<file path="config.mk">
export PLATFORM = sky130hd
export DESIGN_NAME = mini_operand_fetch_flat
export DESIGN_NICKNAME = d
export VERILOG_FILES = /design/src/rtl/mini_cpu_pkg.sv /design/src/rtl/mini_operand_fetch_if.sv /design/src/rtl/mini_scoreboard.sv /design/src/rtl/mini_operand_fetch.sv /design/src/flat_wrapper.sv
export SDC_FILE = /design/constraint.sdc
export NUM_CORES = 1
export LEC_CHECK = 0
export BUFFER_PORTS_ARGS = -buffer_cell sky130_fd_sc_hd__buf_2
export CORE_AREA = 5 5 79 59
export CTS_CLUSTER_DIAMETER = 50
export DETAILED_ROUTE_END_ITERATION = 8
export DIE_AREA = 0 0 84 64
export PLACE_DENSITY = 0.75
export SLEW_MARGIN = 20
export SYNTH_ARGS = -nofsm -noshare
export SYNTH_HDL_FRONTEND = slang
export SYNTH_HIERARCHICAL = 1
export SYNTH_SLANG_ARGS = --single-unit
</file>
<file path="constraint.sdc">
create_clock -name clk -period 2.55 [get_ports clk]
set_input_delay 0.1275 -clock clk [delete_from_list [all_inputs] [get_ports clk]]
set_output_delay 0.1275 -clock clk [all_outputs]
set_load 0.03 [all_outputs]
</file>
<file path="src/rtl/mini_cpu_pkg.sv">
// Shared mini CPU definitions: datapath widths, register count and the opcode set
// used by decode and execute.
package mini_cpu_pkg;

  localparam int DW       = 8;
  localparam int AW       = 2;
  localparam int OPW      = 4;
  localparam int NUM_REGS = 4;

  typedef enum logic [OPW-1:0] {
    OP_NOP = 4'h0,
    OP_ADD = 4'h1,
    OP_SUB = 4'h2,
    OP_AND = 4'h3,
    OP_OR  = 4'h4,
    OP_XOR = 4'h5,
    OP_MOV = 4'h6,
    OP_LDI = 4'h7
  } opcode_e;

endpackage

</file>
<file path="src/rtl/mini_operand_fetch_if.sv">
// Bundle between the operand-fetch stage and its neighbours: decode handshake,
// regfile read/write ports and the issue slot toward execute.
interface mini_operand_fetch_if;
  import mini_cpu_pkg::*;

  logic           in_valid;
  logic           in_ready;
  logic [OPW-1:0] in_opcode;
  logic [AW-1:0]  in_rs0;
  logic [AW-1:0]  in_rs1;
  logic           in_use_rs1;
  logic [AW-1:0]  in_rd;
  logic           in_rd_we;
  logic [DW-1:0]  in_imm;

  logic [AW-1:0]  raddr0;
  logic [AW-1:0]  raddr1;
  logic [DW-1:0]  rdata0;
  logic [DW-1:0]  rdata1;

  logic           wb_we;
  logic [AW-1:0]  wb_waddr;
  logic [DW-1:0]  wb_wdata;

  logic           out_valid;
  logic           out_ready;
  logic [OPW-1:0] out_opcode;
  logic [DW-1:0]  out_op0;
  logic [DW-1:0]  out_op1;
  logic [AW-1:0]  out_rd;
  logic           out_rd_we;
  logic [DW-1:0]  out_imm;

  // The surrounding pipeline (decode, regfile, execute) is the master side.
  modport master (
    output in_valid, in_opcode, in_rs0, in_rs1, in_use_rs1, in_rd, in_rd_we, in_imm,
    output rdata0, rdata1, wb_we, wb_waddr, wb_wdata, out_ready,
    input  in_ready, raddr0, raddr1,
    input  out_valid, out_opcode, out_op0, out_op1, out_rd, out_rd_we, out_imm
  );

  modport slave (
    input  in_valid, in_opcode, in_rs0, in_rs1, in_use_rs1, in_rd, in_rd_we, in_imm,
    input  rdata0, rdata1, wb_we, wb_waddr, wb_wdata, out_ready,
    output in_ready, raddr0, raddr1,
    output out_valid, out_opcode, out_op0, out_op1, out_rd, out_rd_we, out_imm
  );

endinterface

</file>
<file path="src/rtl/mini_scoreboard.sv">
// Pending-write scoreboard: one bit per register, set on issue, cleared on writeback,
// set wins when both target the same register in one cycle.
module mini_scoreboard
  import mini_cpu_pkg::*;
(
  input  logic          clk,
  input  logic          rst_n,
  input  logic          set_i,
  input  logic [AW-1:0] set_addr_i,
  input  logic          clr_i,
  input  logic [AW-1:0] clr_addr_i,
  input  logic [AW-1:0] rs0_addr_i,
  input  logic [AW-1:0] rs1_addr_i,
  input  logic [AW-1:0] rd_addr_i,
  output logic          rs0_busy_o,
  output logic          rs1_busy_o,
  output logic          rd_busy_o
);

  logic [NUM_REGS-1:0] sb_q;
  logic [NUM_REGS-1:0] sb_d;

  // Clear is applied first so a same-register set overrides it.
  always_comb begin
    sb_d = sb_q;
    if (clr_i) sb_d[clr_addr_i] = 1'b0;
    if (set_i) sb_d[set_addr_i] = 1'b1;
  end

  always_ff @(posedge clk or negedge rst_n) begin
    if (!rst_n) sb_q <= '0;
    else        sb_q <= sb_d;
  end

  assign rs0_busy_o = sb_q[rs0_addr_i];
  assign rs1_busy_o = sb_q[rs1_addr_i];
  assign rd_busy_o  = sb_q[rd_addr_i];

endmodule

</file>
<file path="src/rtl/mini_operand_fetch.sv">
// Operand-fetch / issue stage: reads the regfile, tracks pending writes and stalls on hazards.
// Define MINI_OF_BYPASS_EN to forward same-cycle writeback data and relieve the matching hazard.
module mini_operand_fetch
  import mini_cpu_pkg::*;
(
  input logic                 clk,
  input logic                 rst_n,
  mini_operand_fetch_if.slave bus
);

  logic busy0, busy1, busyd;
  logic fwd0, fwd1, fwdd;
  logic hazard, accept;
  logic [DW-1:0] op0, op1;

  logic           out_valid_q, out_valid_d;
  logic [OPW-1:0] opcode_q, opcode_d;
  logic [DW-1:0]  op0_q, op0_d;
  logic [DW-1:0]  op1_q, op1_d;
  logic [AW-1:0]  rd_q, rd_d;
  logic           rd_we_q, rd_we_d;
  logic [DW-1:0]  imm_q, imm_d;

  mini_scoreboard u_sb (
    .clk        (clk),
    .rst_n      (rst_n),
    .set_i      (accept && bus.in_rd_we),
    .set_addr_i (bus.in_rd),
    .clr_i      (bus.wb_we),
    .clr_addr_i (bus.wb_waddr),
    .rs0_addr_i (bus.in_rs0),
    .rs1_addr_i (bus.in_rs1),
    .rd_addr_i  (bus.in_rd),
    .rs0_busy_o (busy0),
    .rs1_busy_o (busy1),
    .rd_busy_o  (busyd)
  );

  assign bus.raddr0 = bus.in_rs0;
  assign bus.raddr1 = bus.in_rs1;

`ifdef MINI_OF_BYPASS_EN
  // The regfile only updates on the edge, so a writeback hitting a source this cycle
  // must be forwarded whether or not its pending bit is set.
  assign fwd0 = bus.wb_we && (bus.wb_waddr == bus.in_rs0);
  assign fwd1 = bus.wb_we && (bus.wb_waddr == bus.in_rs1);
  assign fwdd = bus.wb_we && (bus.wb_waddr == bus.in_rd);
`else
  assign fwd0 = 1'b0;
  assign fwd1 = 1'b0;
  assign fwdd = 1'b0;
`endif

  assign hazard = (busy0 && !fwd0)
               || (bus.in_use_rs1 && busy1 && !fwd1)
               || (bus.in_rd_we && busyd && !fwdd);

  assign op0 = fwd0 ? bus.wb_wdata : bus.rdata0;
  assign op1 = fwd1 ? bus.wb_wdata : bus.rdata1;

  assign bus.in_ready = (!out_valid_q || bus.out_ready) && !hazard;
  assign accept       = bus.in_valid && bus.in_ready;

  always_comb begin
    out_valid_d = out_valid_q;
    opcode_d    = opcode_q;
    op0_d       = op0_q;
    op1_d       = op1_q;
    rd_d        = rd_q;
    rd_we_d     = rd_we_q;
    imm_d       = imm_q;
    if (accept) begin
      out_valid_d = 1'b1;
      opcode_d    = bus.in_opcode;
      op0_d       = op0;
      op1_d       = op1;
      rd_d        = bus.in_rd;
      rd_we_d     = bus.in_rd_we;
      imm_d       = bus.in_imm;
    end else if (bus.out_ready) begin
      out_valid_d = 1'b0;
    end
  end

  always_ff @(posedge clk or negedge rst_n) begin
    if (!rst_n) begin
      out_valid_q <= 1'b0;
      opcode_q    <= '0;
      op0_q       <= '0;
      op1_q       <= '0;
      rd_q        <= '0;
      rd_we_q     <= 1'b0;
      imm_q       <= '0;
    end else begin
      out_valid_q <= out_valid_d;
      opcode_q    <= opcode_d;
      op0_q       <= op0_d;
      op1_q       <= op1_d;
      rd_q        <= rd_d;
      rd_we_q     <= rd_we_d;
      imm_q       <= imm_d;
    end
  end

  assign bus.out_valid  = out_valid_q;
  assign bus.out_opcode = opcode_q;
  assign bus.out_op0    = op0_q;
  assign bus.out_op1    = op1_q;
  assign bus.out_rd     = rd_q;
  assign bus.out_rd_we  = rd_we_q;
  assign bus.out_imm    = imm_q;

endmodule

</file>
<file path="src/flat_wrapper.sv">
// flat-port wrapper written by rule: the top's interface ports become plain ports
module mini_operand_fetch_flat import mini_cpu_pkg::*;
  (clk, rst_n, bus_in_valid, bus_in_opcode, bus_in_rs0, bus_in_rs1, bus_in_use_rs1, bus_in_rd, bus_in_rd_we, bus_in_imm, bus_rdata0, bus_rdata1, bus_wb_we, bus_wb_waddr, bus_wb_wdata, bus_out_ready, bus_in_ready, bus_raddr0, bus_raddr1, bus_out_valid, bus_out_opcode, bus_out_op0, bus_out_op1, bus_out_rd, bus_out_rd_we, bus_out_imm);
  mini_operand_fetch_if bus_i ();
  input logic clk;
  input logic rst_n;
  input wire logic [$bits(bus_i.in_valid)-1:0] bus_in_valid;
  input wire logic [$bits(bus_i.in_opcode)-1:0] bus_in_opcode;
  input wire logic [$bits(bus_i.in_rs0)-1:0] bus_in_rs0;
  input wire logic [$bits(bus_i.in_rs1)-1:0] bus_in_rs1;
  input wire logic [$bits(bus_i.in_use_rs1)-1:0] bus_in_use_rs1;
  input wire logic [$bits(bus_i.in_rd)-1:0] bus_in_rd;
  input wire logic [$bits(bus_i.in_rd_we)-1:0] bus_in_rd_we;
  input wire logic [$bits(bus_i.in_imm)-1:0] bus_in_imm;
  input wire logic [$bits(bus_i.rdata0)-1:0] bus_rdata0;
  input wire logic [$bits(bus_i.rdata1)-1:0] bus_rdata1;
  input wire logic [$bits(bus_i.wb_we)-1:0] bus_wb_we;
  input wire logic [$bits(bus_i.wb_waddr)-1:0] bus_wb_waddr;
  input wire logic [$bits(bus_i.wb_wdata)-1:0] bus_wb_wdata;
  input wire logic [$bits(bus_i.out_ready)-1:0] bus_out_ready;
  output wire logic [$bits(bus_i.in_ready)-1:0] bus_in_ready;
  output wire logic [$bits(bus_i.raddr0)-1:0] bus_raddr0;
  output wire logic [$bits(bus_i.raddr1)-1:0] bus_raddr1;
  output wire logic [$bits(bus_i.out_valid)-1:0] bus_out_valid;
  output wire logic [$bits(bus_i.out_opcode)-1:0] bus_out_opcode;
  output wire logic [$bits(bus_i.out_op0)-1:0] bus_out_op0;
  output wire logic [$bits(bus_i.out_op1)-1:0] bus_out_op1;
  output wire logic [$bits(bus_i.out_rd)-1:0] bus_out_rd;
  output wire logic [$bits(bus_i.out_rd_we)-1:0] bus_out_rd_we;
  output wire logic [$bits(bus_i.out_imm)-1:0] bus_out_imm;
  assign bus_i.in_valid = bus_in_valid;
  assign bus_i.in_opcode = bus_in_opcode;
  assign bus_i.in_rs0 = bus_in_rs0;
  assign bus_i.in_rs1 = bus_in_rs1;
  assign bus_i.in_use_rs1 = bus_in_use_rs1;
  assign bus_i.in_rd = bus_in_rd;
  assign bus_i.in_rd_we = bus_in_rd_we;
  assign bus_i.in_imm = bus_in_imm;
  assign bus_i.rdata0 = bus_rdata0;
  assign bus_i.rdata1 = bus_rdata1;
  assign bus_i.wb_we = bus_wb_we;
  assign bus_i.wb_waddr = bus_wb_waddr;
  assign bus_i.wb_wdata = bus_wb_wdata;
  assign bus_i.out_ready = bus_out_ready;
  assign bus_in_ready = bus_i.in_ready;
  assign bus_raddr0 = bus_i.raddr0;
  assign bus_raddr1 = bus_i.raddr1;
  assign bus_out_valid = bus_i.out_valid;
  assign bus_out_opcode = bus_i.out_opcode;
  assign bus_out_op0 = bus_i.out_op0;
  assign bus_out_op1 = bus_i.out_op1;
  assign bus_out_rd = bus_i.out_rd;
  assign bus_out_rd_we = bus_i.out_rd_we;
  assign bus_out_imm = bus_i.out_imm;
  mini_operand_fetch u_core (.clk(clk), .rst_n(rst_n), .bus(bus_i));
endmodule
</file>
### After elaboration in Yosys (flattened, before gate mapping)

Index checks and enable logic that the tools add are counted.
Widths: inputs -> output; s select.

* order comparisons: 6
* multiplexer cells: 14
* bitwise operators: 3
* reduce and logical (&&, ||, !) cells: 13

Operators with widths (count)
* $lt 2x3->1 const B: 4
* $mux 4: 2
* $logic_and 1x1->1: 7
* $mux 1: 7
* $bmux 1 s2: 3
* $and 4x4->4: 1
* $demux 1 s2: 2
* $ge 2x1->1 const B: 2
* $not 4->4: 1
* $or 4x4->4: 1
* $logic_or 1x1->1: 3
* $logic_not 1->1: 2
* $reduce_bool 2->1: 1

* flip-flop bits (word level): 36
* output and inout port bits: 37

### Logic depth before layout (Yosys ltp)

Gate-level depths: netlist (run 1).

* word-level depth: 10
* depth in mapped cells: 6
* gate-level depth less buffers: 6

### By module

The synthesis (run 1) kept the hierarchy.

Modules (own cells, without submodules)
* mini_operand_fetch: times used 1, cells an instance 77, area each 1378.8 µm², seq. area each 800.8 µm²
* mini_scoreboard: times used 1, cells an instance 18, area each 244.0 µm², seq. area each 100.1 µm²

### Worst setup path before layout (run 1)

No wires, ideal clock.

* path type: reg-to-reg
* from: register u_core.u_sb.sb_q[3]
* to: register u_core.u_sb.sb_q[0]
* library setup time: 0.082 ns
* data arrival time: 1.834 ns
* data required time: 2.468 ns
* setup slack: 0.633 ns
* cell stages (with the launch flop): 7
* path buffers: 0
* clock period less this slack: 1.917 ns
* path through: dfrtp_1 mux4_2 a21oi_2 and3_1 and3_1 nand2b_1 o22ai_1

* longest elaborated chain between the ends: 10

RTL lines
* start, declared: RTL line mini_scoreboard.sv:20 `logic [NUM_REGS-1:0] sb_q;`
* start signal, assigned: RTL line mini_scoreboard.sv:31 `if (!rst_n) sb_q <= '0;`
* start signal, assigned: RTL line mini_scoreboard.sv:32 `else sb_q <= sb_d;`
* $bmux 1 s2: RTL line mini_scoreboard.sv:36 `assign rs1_busy_o = sb_q[rs1_addr_i];`
* $mux 1 (not written as such): RTL line mini_scoreboard.sv:36
* net u_core.busy1: RTL line mini_operand_fetch.sv:11 `logic busy0, busy1, busyd;`
* $logic_and 1x1->1: RTL line mini_operand_fetch.sv:55 `|| (bus.in_use_rs1 && busy1 && !fwd1)`
* $logic_or 1x1->1: RTL line mini_operand_fetch.sv:55
* $logic_or 1x1->1: RTL line mini_operand_fetch.sv:56 `|| (bus.in_rd_we && busyd && !fwdd);`
* $logic_not 1->1: RTL line mini_operand_fetch.sv:61 `assign bus.in_ready = (!out_valid_q || bus.out_ready) && !hazard;`
* $logic_and 1x1->1: RTL line mini_operand_fetch.sv:61
* net bus_in_ready: RTL line flat_wrapper.sv:21 `output wire logic [$bits(bus_i.in_ready)-1:0] bus_in_ready;`
* $logic_and 1x1->1: RTL line mini_operand_fetch.sv:62 `assign accept = bus.in_valid && bus.in_ready;`
* $logic_and 1x1->1: RTL line mini_operand_fetch.sv:27 `.set_i (accept && bus.in_rd_we),`
* $mux 4: RTL line mini_scoreboard.sv:27 `if (set_i) sb_d[set_addr_i] = 1'b1;`
* net u_core.u_sb.sb_d[0]: RTL line mini_scoreboard.sv:21 `logic [NUM_REGS-1:0] sb_d;`

The timed path passes the listed nets, and every way through them passes these cells. The select of a mux whose other input is x is not followed.
A chain may end at the register's enable or synchronous reset.

### Worst setup path after layout (run 1)

* from: register u_core.u_sb.sb_q[3]
* to: register u_core.imm_q[5], in the netlist u_core/bus.out_imm[5]

* longest elaborated chain between the ends: 8

RTL lines
* $bmux 1 s2: RTL line mini_scoreboard.sv:36
* $mux 1 (not written as such): RTL line mini_scoreboard.sv:36
* net u_core.busy1: RTL line mini_operand_fetch.sv:11
* $logic_and 1x1->1: RTL line mini_operand_fetch.sv:55
* $logic_or 1x1->1: RTL line mini_operand_fetch.sv:55
* $logic_or 1x1->1: RTL line mini_operand_fetch.sv:56
* $logic_not 1->1: RTL line mini_operand_fetch.sv:61
* $logic_and 1x1->1: RTL line mini_operand_fetch.sv:61
* $logic_and 1x1->1: RTL line mini_operand_fetch.sv:62
* end signal, assigned: RTL line mini_operand_fetch.sv:101 `imm_q <= imm_d;`
* end, declared: RTL line mini_operand_fetch.sv:22 `logic [DW-1:0] imm_q, imm_d;`

The timed path passes the listed nets, and every way through them passes these cells. The select of a mux whose other input is x is not followed.

==> results of run 1 <==
[flip-flops by register name, summed over array words and instances (netlist names)]
signal,count
u_core/bus.out_imm,8
u_core/bus.out_op0,8
u_core/bus.out_op1,8
u_core/bus.out_opcode,4
u_core/u_sb/sb_q,4
u_core/bus.out_rd,2
u_core/bus.out_rd_we,1
u_core/bus.out_valid,1
[through the flow]
| stage | total power [mW] | instances | cell area, um^2 |
|---|---|---|---|
| 2_1_floorplan | 2.12 | 95 | 1620 |
| 3_3_place_gp | 2.49 | 220 | 2040 |
| 3_5_place_dp | 2.53 | 220 | 2040 |
| 4_1_cts | 3.03 | 229 | 2160 |
| 5_1_grt | 3.16 | 229 | 2160 |
| 6_report | 2.99 | 229 | 2160 |
[layer usage]
metal	routed length, um	global-route usage
met1	1480	0.167
met2	1640	0.227
met3	381	0.0629
met4	15	0.0361
met5	0	0
[final timing paths]
| kind | to | slack, ns | depth (start not counted) |
|---|---|---|---|
| max | u_core/bus.out_imm[5] | 0.40 | 5 |
| min reg2reg | u_core/bus.out_imm[4] | 0.50 | 1 |
| min in group asynchronous | u_core/bus.out_op1[4] | 0.46 | 2 |
| max reg2reg | u_core/bus.out_imm[5] | 0.40 | 5 |
| max in group asynchronous | u_core/bus.out_imm[0] | 1.58 | 2 |
| min | u_core/bus.out_opcode[0] | 0.08 | 2 |
[synthesized netlist by cell type]
master | instances | area (um^2)
buf_4 | 4 | 30.0
a32o_1 | 2 | 20.0
and3_1 | 2 | 12.5
a21oi_2 | 1 | 8.76
mux4_2 | 3 | 67.6
inv_1 | 2 | 7.51
nor3b_1 | 1 | 7.51
mux2_2 | 2 | 22.5
dfrtp_1 | 36 | 901
nand2b_1 | 2 | 12.5
nand2_1 | 2 | 7.51
nand3b_1 | 2 | 15.0
buf_6 | 3 | 33.8
o2bb2ai_1 | 1 | 8.76
nand4_4 | 1 | 21.3
mux2_4 | 29 | 435
nand3_1 | 1 | 5.00
o22ai_1 | 1 | 6.26
[layout by cell type (no fill, tap or decap)]
cell,count
a21oi_2,1
a32o_1,2
and3_1,2
buf_12,1
buf_2,79
bufinv_16,1
clkbuf_1,1
clkbuf_8,5
clkinv_2,1
dfrtp_1,36
dlygate4sd3_1,1
inv_1,2
mux2_2,2
mux2_4,29
mux4_2,3
nand2_1,2
nand2b_1,2
nand3_1,1
nand3b_1,2
nand4_4,1
nor3b_1,1
o22ai_1,1
o2bb2ai_1,1
[critical path, delay by kind of cell, from the launching register on]
family / cells / cell delay (ns)
AO/OA/AOI/OAI: 1 / 0.21
buffers and inverters: 1 / 0.29
flip-flops: 1 / 0.40
multiplexers: 2 / 0.79
AND/OR/NAND/NOR: 1 / 0.32
[cell families (layout without fill, tap and decap cells)]
logic type	after synthesis	in the layout
buffers and inverters	9	91
AO/OA/AOI/OAI	5	5
flip-flops	36	36
AND/OR/NAND/NOR	11	11
multiplexers	34	34
[power breakdown]
group	switching, mW	leakage, nW	total [mW]	internal (mW)
sequential	0.158	0.426	1.00	0.846
clock	0.190	0.0552	0.480	0.290
combinational	0.863	0.657	1.51	0.643
[area by class of cell]
class | instances | area share
clock buffer | 6 | 0.0336
clock inverter | 2 | 0.0162
inverter | 2 | 0.00348
multi-input combinational | 50 | 0.302
sequential | 36 | 0.418
tap | 52 | 0.0302
timing repair buffer | 81 | 0.197
[timing repair]
| item | in CTS | in global routing |
|---|---|---|
| hold buffers | 1 | 0 |
| setup buffers | 0 | 0 |
| hold endpoints to repair | 36 | 0 |
==> impl_results.md, run 1 <==
* Via count at 1088
* Syn Area/Cell at 17.1 um^2
* Post-synthesis adder-cell area fraction at 0
* Simple-gate share of the synthesized area at 0.0501
* Sequential fraction of the synthesis area at 0.555
* Largest net degree at the start of global routing at 37
* Crit path DAT at 2.31 ns
* CP endpoint kind: flop
* Area delta synth->final at 32.9%
* Ratio of cells with drive above 1 in the final layout at 0.695
* Drt pass-1 iters at 4
* CTS resizes at 0
* Pwr dens at 1390 mW/mm^2
* Port Buf Inserts at 79
* RD Place Congestion at 0.789
* FILL cells at 310
* Post-synthesis xor/xnor area fraction at 0
* Die Area at 0.00538 mm^2
* Status: finished, final reports clean
* Crit-path cells: mux4_2 -> a21oi_2 -> nand4_4 -> buf_12 -> mux2_4
* H-tree depth at 2
* Detailed-route DRC error count at 0
* Startpoint Class: flop
* TritonCTS clock tree: yes
* Max Freq at 0.466 GHz
* Gate Count Post-Synth at 95
* Setup TNS at 0 ns
* Clk buf depth at 2
* Main combinational cell family by area after synthesis: multiplexers
* CTS Buf Count at 5
* WS Path Type: flop to flop
* Worst vdd ir at 699 uV
* Core Util, Final at 0.567
* Worst hold slack at 0.0787 ns
* Peak per-stage delay on the critical path at 0.48 ns
* Min cycle time layout at 2.15 ns
* Multi-input gate area in the final layout at 651 um^2
* Critical path's slowest cell: mux4_2
* Final hold violations at 0
* Clock root cell: clkbuf_8
* Max cap viols at 0
* Worst-path clk slew at 0.07 ns
* Global route overflow at 0
* Syn Nets at 146
* Post-synthesis mux area share at 0.324
* HP Start: bus_in_opcode[0]
* Final setup viols at 0
* Pleak at 1.14 nW
* Number of diodes at 0
* Yosys warnings at 6
* Aggregate routed wire length at 3.52 mm
* Via/cell ratio at 4.75
* GR Util All Layers at 0.138
* Row count at 19
* Slew @ Worst Pin at 0.791 ns
* Max-slew violations at 0
* Crit Path Max Fanout at 20
* Vias in the first global route at 1209
* Worst r2r src: u_core/u_sb/sb_q[3]
* Final HPWL DP at 2.71 mm
* Max transition margin at 0.473
* Setup WS post-layout at 0.402 ns
* RSZ-0062 raised after global routing: false
* Synth cell types at 18
* Nets at 227
* Setup crit start: u_core/u_sb/sb_q[3]
* Post-route clock period utilization at 0.842
* Min-Delay Path Class: input port to flop
* DRT iter0 DRCs at 47
* Core Box Area at 0.00380 mm^2
* Clock Skew at 0.00594 ns
* DIE HEIGHT at 64 um
* Sink Count at 36
* Synth Area in Compound Gates at 0.0270
* Mapped Area at 0.00162 mm^2
* Initial Util at 0.427
* Required time of the worst setup path at 2.71 ns
* Chip width at 84 um
* FF/Latch Area at 901 um^2
* Worst-Skew Late Latency at 0.28 ns
* First-pass GRT wire length at 5.91 mm
* Routed wire length per instance at 15.4 um
* Synthesized flop and latch total at 36
* Antenna-violating nets left at 0
* Worst slack, placed at 0.397 ns
* I/O pin count at 88
* Initial antenna violation count at 0
No activity file was read; power rests on OpenSTA's default activity.
==> inputs of run 2 (changes only) <==
ABC_AREA = 1   (was default)
CORE_AREA = 5 5 84 63   (was 5 5 79 59)
DIE_AREA = 0 0 89 68   (was 0 0 84 64)
PLACE_DENSITY = 0.72   (was 0.75)
clock period = 1.9 ns   (was 2.55 ns; I/O delays follow)
==> run 2 against run 1 <==
  * Worst hold slack worse by 0.036 ns
  * Synthesized cell count up 120%
  * Sequential cell count unchanged
  * Clock power up 19%
  * Final area up 2.1%
  * Register-to-register slack worse by 0.08 ns
  * Area after synthesis up 6.0%
  * Combinational power down 19%
  * Wire length up 18%
  * Critical endpoint is now bus_in_ready
==> impl_results.md, run 2 <==
* Status: finished, final reports clean
* Synthesized flop and latch total at 36 (unchanged)
* Psw at 1.24 mW (+2.3%)
* Sink Count at 36 (unchanged)
* RSZ-0062 raised after global routing: false
* Share of power burned in registers at 0.386 (+0.050)
* Gate Count Post-Synth at 205 (+120%)
* Port Buf Inserts at 79 (unchanged)
* Slew @ Worst Pin at 0.793 ns (+0.00268 ns)
* Sequential fraction of the synthesis area at 0.524 (-0.0315)
* Antenna-violating nets left at 0 (unchanged)
* Final setup viols at 0 (unchanged)
* Number of diodes at 0 (unchanged)
* Pwr dens at 1330 mW/mm^2 (-4.3%)
* Clock Skew at 0.00521 ns (-0.000725 ns)
* Row count at 21 (+2)
* Max cap viols at 0 (unchanged)
* DRT iter0 DRCs at 34 (-28%)
* Post-route clock period utilization at 0.901
* Worst-path clk slew at 0.07 ns (about the same)
* Max transition margin at 0.471 (-0.00179)
* Final HPWL DP at 3.05 mm (+12%)
* Area delta synth->final at 28.0%
* H-tree depth at 2 (unchanged)
* Internal power at 1.68 mW (-5.5%)
* Max-slew violations at 0 (unchanged)
* Startpoint Class: flop
* Post-synth EDFFs at 0 (unchanged)
* Global route overflow at 0 (unchanged)
* Yosys top cell by area: dfrtp_1
* Crit path DAT at 1.62 ns (-0.69 ns)
* Dominant cells by area after synthesis: dfrtp_1 (52%), nand2_1 (19%), nand3_1 (12%), buf_6 (5.9%), inv_1 (3.5%)
* WS Path Type: flop to output port
* Core Box Area at 0.00449 mm^2 (+18%)
* Max Freq at 0.584 GHz
* Detailed-route DRC error count at 0 (unchanged)
* Via count at 1543 (+42%)
* I/O pin count at 88 (unchanged)
* Largest net degree at the start of global routing at 37 (unchanged)
* CTS Buf Count at 5 (unchanged)
* RD Place Congestion at 0.776 (-1.6%)
* DIE HEIGHT at 68 um (+6.3%)
* TritonCTS clock tree: yes
* Clock root cell: clkbuf_8
* Most frequent cells in the layout: nand2_1 (86), buf_2 (78), nand3_1 (42)
* Finished Layout Cells at 340 (+48%)
* Most common cell after layout, fill and taps aside: nand2_1
* Top-count cell post-synth: nand2_1
* Initial Util at 0.383 (-0.0437)
* Routed wire length per instance at 12.2 um (-20%)
* Ratio of cells with drive above 1 in the final layout at 0.353 (-0.342)
* Comb pwr share at 0.420 (-0.084)
* Worst vdd ir at 676 uV (-3.3%)
* Mapped Area at 0.00172 mm^2 (+6.0%)
* Synth top area share at 0.524 (-0.0315)
* Initial antenna violation count at 0 (unchanged)
* Aggregate routed wire length at 4.16 mm (+18%)
* Async S/R FF share, synth at 1.00 (unchanged)
* Worst-Skew Late Latency at 0.28 ns (about the same)
* Main flop type after synthesis: dfrtp_1
* Vias in the first global route at 1420 (+17%)
* Syn Nets at 256 (+75%)
* Sw frac at 0.424 (+0.0194)
* Placed Cells incl. Taps at 331 (+50%)
* Final hold violations at 0 (unchanged)
* CP endpoint kind: output port
* Chip width at 89 um (+6.0%)
* Yosys warnings at 6 (unchanged)
* Via/cell ratio at 4.54 (-4.5%)
* Clk buf depth at 2 (unchanged)
* Min-Delay Path Class: input port to flop
* First-pass GRT wire length at 6.55 mm (+11%)
* Commonest cells in the netlist: nand2_1 (86), nand3_1 (42), dfrtp_1 (36)
* Setup TNS at 0 ns (unchanged)
* Pleak at 1.33 nW (+17%)
* Clock power share at 0.195 (+0.035)
* Min cycle time layout at 1.71 ns
* Syn Area/Cell at 8.39 um^2 (-51%)
* Required time of the worst setup path at 1.80 ns (-0.91 ns)
* Nets at 334 (+47%)
* Synth cell types at 14 (-4)
* Drt pass-1 iters at 4 (unchanged)
* Die Area at 0.00605 mm^2 (+13%)
* GR Util All Layers at 0.141 (+0.00306)
* Crit Path Max Fanout at 15 (-25%)
-- run 2: cell types whose count changed after synthesis, sizes merged, moves of 3 or more --
cell	before	now
mux4	3	0
mux2	31	0
nand3	1	44
nand2	2	90
inv	2	18
buf	7	13
-- run 2: area by class of cell --
cell class | count | area [um^2]
Fill cell | 454 | 2290
Sequential cell | 36 | 901
Multi-Input combinational cell | 138 | 621
Timing Repair Buffer | 84 | 445
Clock buffer | 7 | 96.3
Tap cell | 57 | 71.3
Inverter | 18 | 67.6
-- run 2: cell families after synthesis --
kind of cell	synth area share
AO/OA/AOI/OAI	0.0109
buffers and inverters	0.116
flip-flops	0.524
AND/OR/NAND/NOR	0.350
-- run 2: per-stage QoR --
stage | hold WS (ns) | instance area, um^2 | utilization | total power [mW] | worst slack, ns
final | 0.0427 | 2200 | 0.490 | 2.92 | 0.188
after global routing | 0.0325 | 2200 | 0.490 | 3.12 | 0.0576
after CTS | 0.0310 | 2180 | 0.486 | 2.95 | 0.0701
after detailed placement | 0.240 | 2080 | 0.463 | 2.36 | 0.313
after global placement | 0.221 | 2080 | 0.463 | 2.33 | 0.359
after floorplan | -0.201 | 1720 | - | 2.00 | 0.602
-- run 2: worst paths after layout --
kind	cells after the start	slack, ns	to	from
worst max-delay path	9	0.19	bus_in_ready	u_core/u_sb/sb_q[1]
worst min-delay path	3	0.04	u_core/bus.out_imm[5]	bus_in_imm[5]
worst max register to register	10	0.32	u_core/bus.out_rd_we	u_core/u_sb/sb_q[2]
worst min register to register	2	0.47	u_core/bus.out_op1[2]	u_core/bus.out_op1[2]
max in group asynchronous	2	0.95	u_core/u_sb/sb_q[2]	rst_n
min in group asynchronous	2	0.45	u_core/bus.out_op0[4]	rst_n
-- run 2: power groups by stage --
stage               clock network [mW]  registers (mW)  logic [mW]
finish                           0.569            1.13        1.23
global placement                     0            1.13        1.20
floorplan                            0            1.59       0.406
detailed placement                   0            1.14        1.22
global route                     0.624            1.16        1.34
CTS                              0.594            1.13        1.22
-- run 2: timing repair --
item / in CTS / in global routing
hold buffers: 1 / 0
hold endpoints to repair: 36 / 0
setup buffers: 0 / 1
setup endpoints to repair: 0 / 1
resized for setup: 0 / 3
-- run 2: critical path: stages, from the launching register on --
cell and delay [ns]:
dfrtp_1 0.38, inv_1 0.11, nand2_1 0.06, nand3_1 0.08, nand2_1 0.08, inv_1 0.07, nand2_2 0.07, nor2_4 0.13
buf_8 0.16, clkbuf_4 0.20
-- run 2: metal layers --
layer / part of all wire / track usage
met1: 0.45 / 0.181
met2: 0.42 / 0.219
met5: 0 / 0
met4: 0.0089 / 0.0390
met3: 0.13 / 0.0614
==> inputs of run 3 (changes only) <==
BUFFER_PORTS_ARGS = -buffer_cell sky130_fd_sc_hd__buf_4   (was -buffer_cell sky130_fd_sc_hd__buf_2)
CORE_AREA = 5 5 80 60   (was 5 5 84 63)
DIE_AREA = 0 0 85 65   (was 0 0 89 68)
PLACE_DENSITY = 0.76   (was 0.72)
clock period = 1.8 ns   (was 1.9 ns; I/O delays follow)
==> run 3 against run 2 <==
  * Wire length up 4.6%
  * Register-to-register slack worse by 0.16 ns
  * Total power up 18%
  * Die area down 8.7%
  * Critical path depth unchanged
  * Critical path type unchanged
  * Largest cell class unchanged
  * Highest routed layer unchanged
==> impl_results.md, run 3 (synthesis gave the netlist of run 2 again) <==
* Status: finished, final reports clean
* Aggregate routed wire length at 4.36 mm (+4.6%)
* GR Util All Layers at 0.164 (+0.0226)
* Core Box Area at 0.00405 mm^2 (-9.8%)
* WHS Path Cells at 3 (unchanged)
* HP Start: bus_in_imm[6]
* Clock root cell: clkbuf_8
* Flop-to-flop setup slack at 0.16 ns (-0.16 ns)
* Drt pass-1 iters at 4 (unchanged)
* Final hold violations at 0 (unchanged)
* Via/cell ratio at 4.70 (+3.7%)
* Sw frac at 0.393 (-0.0318)
* Critical R2R Capture: u_core/u_sb/sb_q[0]
* TritonCTS clock tree: yes
* Slew @ Worst Pin at 0.441 ns (-0.352 ns)
* DIE HEIGHT at 65 um (-4.4%)
* Worst slack, placed at 0.164 ns (-0.149 ns)
* Most common cell after layout, fill and taps aside: nand2_1
* Final HPWL DP at 3.08 mm (+0.78%)
* Vias in the first global route at 1567 (+10%)
* Clock power share at 0.221 (+0.026)
* H-tree depth at 2 (unchanged)
* Area delta synth->final at 40.8%
* Setup WS post-layout at 0.120 ns (-0.0679 ns)
* Hold EP: u_core/bus.out_imm[6]
* Via count at 1590 (+3.0%)
* Crit Path Max Fanout at 17 (+2)
* First-pass GRT wire length at 7.25 mm (+11%)
* Comb pwr share at 0.428 (+0.008)
* Share of power burned in registers at 0.350 (-0.036)
* Worst r2r src: u_core/u_sb/sb_q[2]
* Clock Skew at 0.00169 ns (-0.00353 ns)
* Crit path DAT at 1.59 ns (-0.03 ns)
* Max Freq at 0.595 GHz
* Pwr dens at 1420 mW/mm^2 (+7.0%)
* Routed wire length per instance at 12.9 um (+5.3%)
* Die Area at 0.00553 mm^2 (-8.7%)
* FILL cells at 384 (-15%)
* I/O pin count at 88 (unchanged)
* Largest net degree at the start of global routing at 37 (unchanged)
* Setup TNS at 0 ns (unchanged)
* Worst-path clk slew at 0.07 ns (about the same)
* Nets at 333 (-0.30%)
* Initial antenna violation count at 0 (unchanged)
* Port Buf Inserts at 79 (unchanged)
* Required time of the worst setup path at 1.71 ns (-0.09 ns)
* Startpoint Class: flop
* Detailed-route DRC error count at 0 (unchanged)
* CP endpoint kind: output port
* FF/Latch Area at 901 um^2 (unchanged)
* Most frequent cells in the layout: nand2_1 (86), buf_4 (81), nand3_1 (42)
* Post-route clock period utilization at 0.933
* Max cap viols at 0 (unchanged)
* Max-slew violations at 0 (unchanged)
* RD Place Congestion at 0.800 (+3.0%)
* Min cycle time layout at 1.68 ns
* Antenna-violating nets left at 0 (unchanged)
* WS Path Type: flop to output port
* Pleak at 1.40 nW (+5.3%)
* Initial Util at 0.424 (+0.0415)
* R2R depth at 12 (+2)
* Global route overflow at 0 (unchanged)
* Worst-Skew Late Latency at 0.28 ns (about the same)
* Ratio of cells with drive above 1 in the final layout at 0.357 (+0.00353)
* Max transition margin at 0.706 (+0.235)
* Clk buf depth at 2 (unchanged)
* Row count at 20 (-4.8%)
* RSZ-0062 raised after global routing: false
* Psw at 1.35 mW (+8.9%)
* Sink Count at 36 (unchanged)
* CTS Buf Count at 5 (unchanged)
* Final setup viols at 0 (unchanged)
* Chip width at 85 um (-4.5%)
* Number of diodes at 0 (unchanged)
* Min-Delay Path Class: input port to flop
* DRT iter0 DRCs at 50 (+47%)
* Multi-input gate area in the final layout at 621 um^2 (unchanged)
* Internal power at 2.09 mW (+24%)
* Worst vdd ir at 948 uV (+40%)
[run 3: cell count changes in the layout (fill, tap and decap cells not counted), sizes merged]
cell	delta
bufinv	+1
clkbuf	-1
[run 3: metrics by stage]
step                 util  area, um^2  std cells  hold WS [ns]  power, mW
floorplan               -        1720        205        -0.206       2.11
global placement    0.562        2280        328        0.0706       2.66
detailed placement  0.562        2280        328        0.0715       2.69
CTS                 0.598        2420        338        0.0278       3.48
global route        0.598        2420        338        0.0332       3.65
finish              0.598        2420        338        0.0374       3.44
[run 3: worst max-delay path, cell delays in order (launching register included)]
cell     delay [ns]
dfrtp_1        0.39
inv_1          0.11
nand2_1        0.07
nand3_1        0.06
nand2_1        0.08
inv_1          0.07
nand2_2        0.06
nor2_4         0.13
buf_12         0.16
buf_4          0.16
[run 3: layer usage]
layer  global-route usage  part of all wire
met2                0.256              0.44
met1                0.209              0.44
met3               0.0673              0.11
met5                    0                 0
met4               0.0474             0.010
[run 3: worst max-delay path by stage]
stage,startpoint,endpoint,slack [ns],cells after the start
CTS,u_core/u_sb/sb_q[2],bus_in_ready,0.13,9
detailed placement,u_core/u_sb/sb_q[3],u_core/u_sb/sb_q[2],0.16,11
finish,u_core/u_sb/sb_q[2],bus_in_ready,0.12,9
global route,u_core/u_sb/sb_q[2],bus_in_ready,0.007,9
global placement,u_core/u_sb/sb_q[3],u_core/u_sb/sb_q[2],0.22,11
floorplan,u_core/u_sb/sb_q[3],u_core/u_sb/sb_q[0],0.50,11
[run 3: what timing repair did]
action,in CTS,in global routing
pin swaps,1,0
resized for setup,0,1
setup buffers,1,0
hold buffers,1,0
setup endpoints to repair,1,1
hold endpoints to repair,36,0
cloned,0,0
[run 3: area by class of cell]
type / count / share of cell area
multi-input combinational: 138 / 0.256
timing repair buffer: 83 / 0.263
tap: 55 / 0.0284
inverter: 18 / 0.0279
sequential: 36 / 0.372
clock inverter: 1 / 0.0124
clock buffer: 7 / 0.0398
[run 3: power by group through the flow]
stage	clock network [mW]	logic (mW)	registers, mW
after floorplan	0	0.428	1.68
after detailed placement	0	1.48	1.21
after CTS	0.782	1.49	1.21
after global routing	0.815	1.60	1.24
after global placement	0	1.45	1.21
final	0.761	1.47	1.20
